[src/rtl/bcd_ms_timer_pkg.sv]
// ---------------------------------------------------------------------------
// bcd_ms_timer_pkg : shared types and constants for the BCD millisecond timer
// Rev 1.0
// ---------------------------------------------------------------------------
`default_nettype none

package bcd_ms_timer_pkg;

  typedef enum logic [1:0] {
    ST_IDLE = 2'd0,
    ST_RUN  = 2'd1,
    ST_HOLD = 2'd2,
    ST_OVER = 2'd3
  } state_e;

  localparam logic [3:0] BCD_MAX = 4'd9;

  function automatic int tick_div_from_clk(input int clk_hz);
    return clk_hz / 1000;
  endfunction

endpackage

`default_nettype wire

[src/rtl/bcd_digit_counter.sv]
// ---------------------------------------------------------------------------
// bcd_digit_counter : one decade (0-9) digit with carry to the next decade
// Rev 1.0
// ---------------------------------------------------------------------------
`default_nettype none

module bcd_digit_counter
  import bcd_ms_timer_pkg::*;
(
  input  logic       clk,
  input  logic       reset,
  input  logic       clr,
  input  logic       inc_in,
  output logic [3:0] digit,
  output logic       carry_out
);

  logic [3:0] digit_q;
  logic [3:0] digit_d;

  always_comb begin
    digit_d = digit_q;
    if (clr) begin
      digit_d = 4'd0;
    end else if (inc_in) begin
      digit_d = (digit_q == BCD_MAX) ? 4'd0 : digit_q + 4'd1;
    end
  end

  always_ff @(posedge clk) begin
    if (reset) begin
      digit_q <= 4'd0;
    end else begin
      digit_q <= digit_d;
    end
  end

  assign digit     = digit_q;
  assign carry_out = inc_in && (digit_q == BCD_MAX);

endmodule

`default_nettype wire

[src/rtl/bcd_ms_timer.sv]
// ---------------------------------------------------------------------------
// bcd_ms_timer : 0.000-9.999 s BCD stopwatch with start/stop/clear control
// Rev 1.0
// ---------------------------------------------------------------------------
`default_nettype none

module bcd_ms_timer
  import bcd_ms_timer_pkg::*;
#(
  parameter int CLK_HZ   = 50000000,
  parameter int TICK_DIV = tick_div_from_clk(CLK_HZ)
) (
  input  logic       clk,
  input  logic       reset,
  input  logic       start,
  input  logic       stop,
  input  logic       clear,
  output logic [3:0] ones,
  output logic [3:0] tenths,
  output logic [3:0] hundreths,
  output logic [3:0] thousandths,
  output logic       running,
  output logic       overflow
);

  localparam int            PS_W    = $clog2(TICK_DIV);
  localparam logic [PS_W-1:0] PS_LAST = PS_W'(TICK_DIV - 1);

  state_e          state_q, state_d;
  logic [PS_W-1:0] ps_q, ps_d;
  logic            running_q, overflow_q;

  logic       tick;
  logic       all_nines;
  logic       digit_clr;
  logic [3:0] digit [0:3];
  logic       carry [0:4];

  assign tick      = (state_q == ST_RUN) && !clear && !stop && (ps_q == PS_LAST);
  assign all_nines = (digit[0] == BCD_MAX) && (digit[1] == BCD_MAX) &&
                     (digit[2] == BCD_MAX) && (digit[3] == BCD_MAX);
  assign digit_clr = clear || ((state_q == ST_IDLE) && start && !stop);

  // Saturation: the final tick at 9.999 never enters the carry chain.
  assign carry[0] = tick && !all_nines;

  for (genvar g = 0; g < 4; g++) begin : g_digit
    bcd_digit_counter u_digit (
      .clk       (clk),
      .reset     (reset),
      .clr       (digit_clr),
      .inc_in    (carry[g]),
      .digit     (digit[g]),
      .carry_out (carry[g+1])
    );
  end

  always_comb begin
    state_d = state_q;
    ps_d    = ps_q;
    if (clear) begin
      state_d = ST_IDLE;
      ps_d    = '0;
    end else begin
      unique case (state_q)
        ST_IDLE: begin
          if (!stop && start) begin
            state_d = ST_RUN;
            ps_d    = '0;
          end
        end
        ST_RUN: begin
          if (stop) begin
            state_d = ST_HOLD;
          end else if (ps_q == PS_LAST) begin
            ps_d = '0;
            if (all_nines) state_d = ST_OVER;
          end else begin
            ps_d = ps_q + 1'b1;
          end
        end
        ST_HOLD: state_d = ST_HOLD;
        ST_OVER: state_d = ST_OVER;
        default: state_d = ST_IDLE;
      endcase
    end
  end

  always_ff @(posedge clk) begin
    if (reset) begin
      state_q    <= ST_IDLE;
      ps_q       <= '0;
      running_q  <= 1'b0;
      overflow_q <= 1'b0;
    end else begin
      state_q    <= state_d;
      ps_q       <= ps_d;
      running_q  <= (state_d == ST_RUN);
      overflow_q <= (state_d == ST_OVER);
    end
  end

  assign thousandths = digit[0];
  assign hundreths   = digit[1];
  assign tenths      = digit[2];
  assign ones        = digit[3];
  assign running     = running_q;
  assign overflow    = overflow_q;

endmodule

`default_nettype wire
[config.mk]
export PLATFORM = sky130hd
export DESIGN_NAME = bcd_ms_timer
export DESIGN_NICKNAME = d
export VERILOG_FILES = /design/src/rtl/bcd_ms_timer_pkg.sv /design/src/rtl/bcd_digit_counter.sv /design/src/rtl/bcd_ms_timer.sv
export SDC_FILE = /design/constraint.sdc
export NUM_CORES = 1
export LEC_CHECK = 0
export ABC_AREA = 1
export BUFFER_PORTS_ARGS = -buffer_cell sky130_fd_sc_hd__buf_2
export CAP_MARGIN = 25
export CELL_PAD_IN_SITES_DETAIL_PLACEMENT = 1
export CELL_PAD_IN_SITES_GLOBAL_PLACEMENT = 1
export CORE_MARGIN = 2
export CORE_UTILIZATION = 30
export CTS_BUF_LIST = sky130_fd_sc_hd__clkbuf_8 sky130_fd_sc_hd__clkbuf_16
export DETAILED_ROUTE_END_ITERATION = 6
export GPL_TIMING_DRIVEN = 0
export PLACE_DENSITY = 0.64
export SLEW_MARGIN = 40
export SYNTH_ARGS = -nofsm -noshare
export SYNTH_HDL_FRONTEND = slang
export SYNTH_SLANG_ARGS = --single-unit
[constraint.sdc]
create_clock -name clk -period 1.59 [get_ports clk]
set_clock_uncertainty 0.05 [all_clocks]
set_input_delay 0.159 -clock clk [delete_from_list [all_inputs] [get_ports clk]]
set_output_delay 0.159 -clock clk [all_outputs]
set_load 0.02 [all_outputs]
==> impl_metrics.json <==
{
  "drcViolationCount": 0,
  "rsz0062_at_grt": "true",
  "die_w_um": 85.6,
  "ir_drop_uv": 331,
  "rrSetupSlack_ns": -0.05,
  "max_freq_mhz": 609,
  "placed_area_sq_um": 2200,
  "violations": "setup timing",
  "grt-ovfl-total": 0,
  "grt_pass1_vias": 2090,
  "cts_tree": "built",
  "hold_viol": 0,
  "drt_iter0_markers": 57,
  "setup_viol": 10,
  "drtPass1Iterations": 4,
  "worst-path-max-fanout": 4,
  "layout-drive-gt1-share_pct": 41.7,
  "die_h_um": 85.6,
  "via_per_inst": 4.78,
  "ios": 23,
  "antenna_found_initial": 0,
  "syn-num-nets": 313,
  "yosysWarnings": 0,
  "slew_violations": 0,
  "vias": 2100,
  "hp-class": "primary input to flip-flop",
  "p_leak_uw": 0.00103,
  "worstPathArrival_ns": 1.82,
  "fillers": 813,
  "rr_worst_depth": 11,
  "grt_max_degree": 12,
  "worstPathRequired_ns": 1.77,
  "clk_path_buf_depth": 2,
  "port_buffers": 22,
  "dp_hpwl_um": 4150,
  "worstReg2RegEnd": "g_digit[3].u_digit.digit[2]$_SDFFE_PP0P_",
  "grt_pass1_wl_um": 10000,
  "power_density_nw_per_um2": 651,
  "routabilityCongestion": 0.801,
  "syn_to_final_growth_pct": 40.9,
  "reg2reg_from": "ps_q[0]$_SDFFE_PP0P_",
  "setup.worst_path.class": "flip-flop to flip-flop",
  "final_common_cell": "nand2_1",
  "die_area_sq_um": 7330,
  "rows": 29,
  "synth_top_cell_by_area": "dfxtp_1",
  "min_period_over_period_pct": 103,
  "slew_headroom_pct": 73.8,
  "clk-insertion-delay-late_ns": 0.30,
  "worstSetupStartpoint": "ps_q[0]$_SDFFE_PP0P_",
  "synthArstFlopShare_pct": 0,
  "stdcell_area_sq_um": 2820,
  "ys_ff_latch": 36,
  "root_buffer": "clkbuf_8",
  "post-synth-top-area-fraction_pct": 36.1,
  "tightest_slew_ns": 0.392,
  "ant_nets": 0,
  "wl_um": 6230,
  "synth_area_sq_um": 2000,
  "synth-edff-count": 0,
  "yosys-top-cells-area": "dfxtp_1, nand2_1, nor2_1, inv_1, a21oi_1",
  "drv_cap": 0,
  "final_cell_mix": "nand2_1, inv_1, nor2_1",
  "setup.worst_path.start_class": "flip-flop",
  "detail_route.wl_per_cell_um": 14.2,
  "initial_core_util_pct": 31.3,
  "synth.avg_cell_area_sq_um": 6.51,
  "ys_seq_area_share_pct": 36.1,
  "htree_levels": 2,
  "cts_num_sinks": 36,
  "endpoint": "g_digit[3].u_digit.digit[2]$_SDFFE_PP0P_",
  "n_antenna_cell": 0,
  "fin_ws_ns": -0.0525,
  "setup.worst_path.end_class": "flip-flop",
  "grt.total_usage_pct": 17.0,
  "numCtsBuffers": 5,
  "fin_nets": 367,
  "fin_total_pwr_uw": 1830,
  "core_sq_um": 6390,
  "path_clk_slew_ns": 0.07,
  "yosysUniqueCellTypes": 28,
  "ys.flop_type": "dfxtp_1",
  "holdPathStages": 4,
  "outcome": "finished, violations left",
  "place_ws_ns": -0.303,
  "postSynthCellCount": 307,
  "period_needed_ns": 1.64
}
[synth_stat cells, types with 3 or more instances]
cell type,n
inv_1,41
nor2_1,46
nand2_2,4
nand3_1,21
nand2_1,70
nor2_4,5
dfxtp_1,36
nor3_1,12
nand4_1,10
o21ai_0,8
a21oi_1,22
nor2_2,7
xor2_1,3
[worst max-delay path, stage by stage, from the launching register on]
cell     delay, ns
dfxtp_2       0.36
ha_4          0.16
inv_4         0.04
nor2_4        0.18
nand2_2       0.08
nor2_4        0.15
nand4_4       0.11
nor2_4        0.16
nand2_1       0.08
nand2_1       0.06
nand2_1       0.04
nor2_1        0.10
[registers in the layout, indices dropped and copies added (netlist names)]
| name | cells |
|---|---|
| overflow | 1 |
| state_q | 2 |
| g_digit.u_digit.digit | 16 |
| running | 1 |
| ps_q | 16 |
[routing by layer]
layer  up-vias  global-route usage, %  wire length [um]
met5         -                      0                 0
met4         0                   4.91                60
met3         5                   3.27               171
met2        28                   26.6              2940
met1       981                   23.7              3070
li1       1086                      -                 -
[timing repair]
action                                  in CTS  in global routing
setup buffers                               11                 11
cloned                                       2                  0
hold buffers                                 1                  0
hold endpoints to repair                     1                  0
endpoints found under the setup margin      34                 35
pin swaps                                   12                 24
gates resized for setup                     49                 52
[worst min-delay path by stage]
stage,endpoint,start
final,state_q[1]$_SDFF_PP0_,clear
after global routing,state_q[1]$_SDFF_PP0_,clear
after detailed placement,state_q[1]$_SDFF_PP0_,reset
after global placement,state_q[1]$_SDFF_PP0_,reset
after CTS,state_q[1]$_SDFF_PP0_,clear
after floorplan,state_q[1]$_SDFF_PP0_,reset
[report_power, final]
| part | total [uW] | switching, uW | internal [uW] |
|---|---|---|---|
| Clock | 821 | 361 | 460 |
| Sequential | 908 | 3.77 | 904 |
| Combinational | 104 | 63.0 | 41.3 |
| Total | 1830 | 428 | 1410 |
[stage by stage]
step / util (%) / hold slack [ns] / std cells / setup TNS, ns
2_1_floorplan: - / 0.181 / 307 / 0
3_3_place_gp: 34.5 / 0.285 / 406 / -5.68
3_5_place_dp: 34.5 / 0.291 / 406 / -6.71
4_1_cts: 40.1 / 0.155 / 428 / -0.0129
5_1_grt: 44.1 / 0.188 / 439 / -3.02
6_report: 44.1 / 0.161 / 439 / -0.281
[final cells by class]
type,count,area (sq um),area share (%)
inverters,45,175,6.22
repair buffers,46,308,10.9
clock inverters,3,38.8,1.38
multi-input cells,223,1360,48.2
clock buffers,5,68.8,2.44
well taps,77,96.3,3.42
plain buffers,4,28.8,1.02
flip-flops and latches,36,742,26.4
[cells by family (layout without fill, tap and decap cells)]
kind of cell / after synthesis / in the layout / share of synthesized area, %
fa+ha+maj: 1 / 1 / 0.626
compound gates: 32 / 32 / 8.58
xor+xnor: 5 / 5 / 2.19
simple gates: 184 / 185 / 43.0
buf+inv: 49 / 103 / 9.52
flops: 36 / 36 / 36.1
No activity file was read; power rests on OpenSTA's default activity.
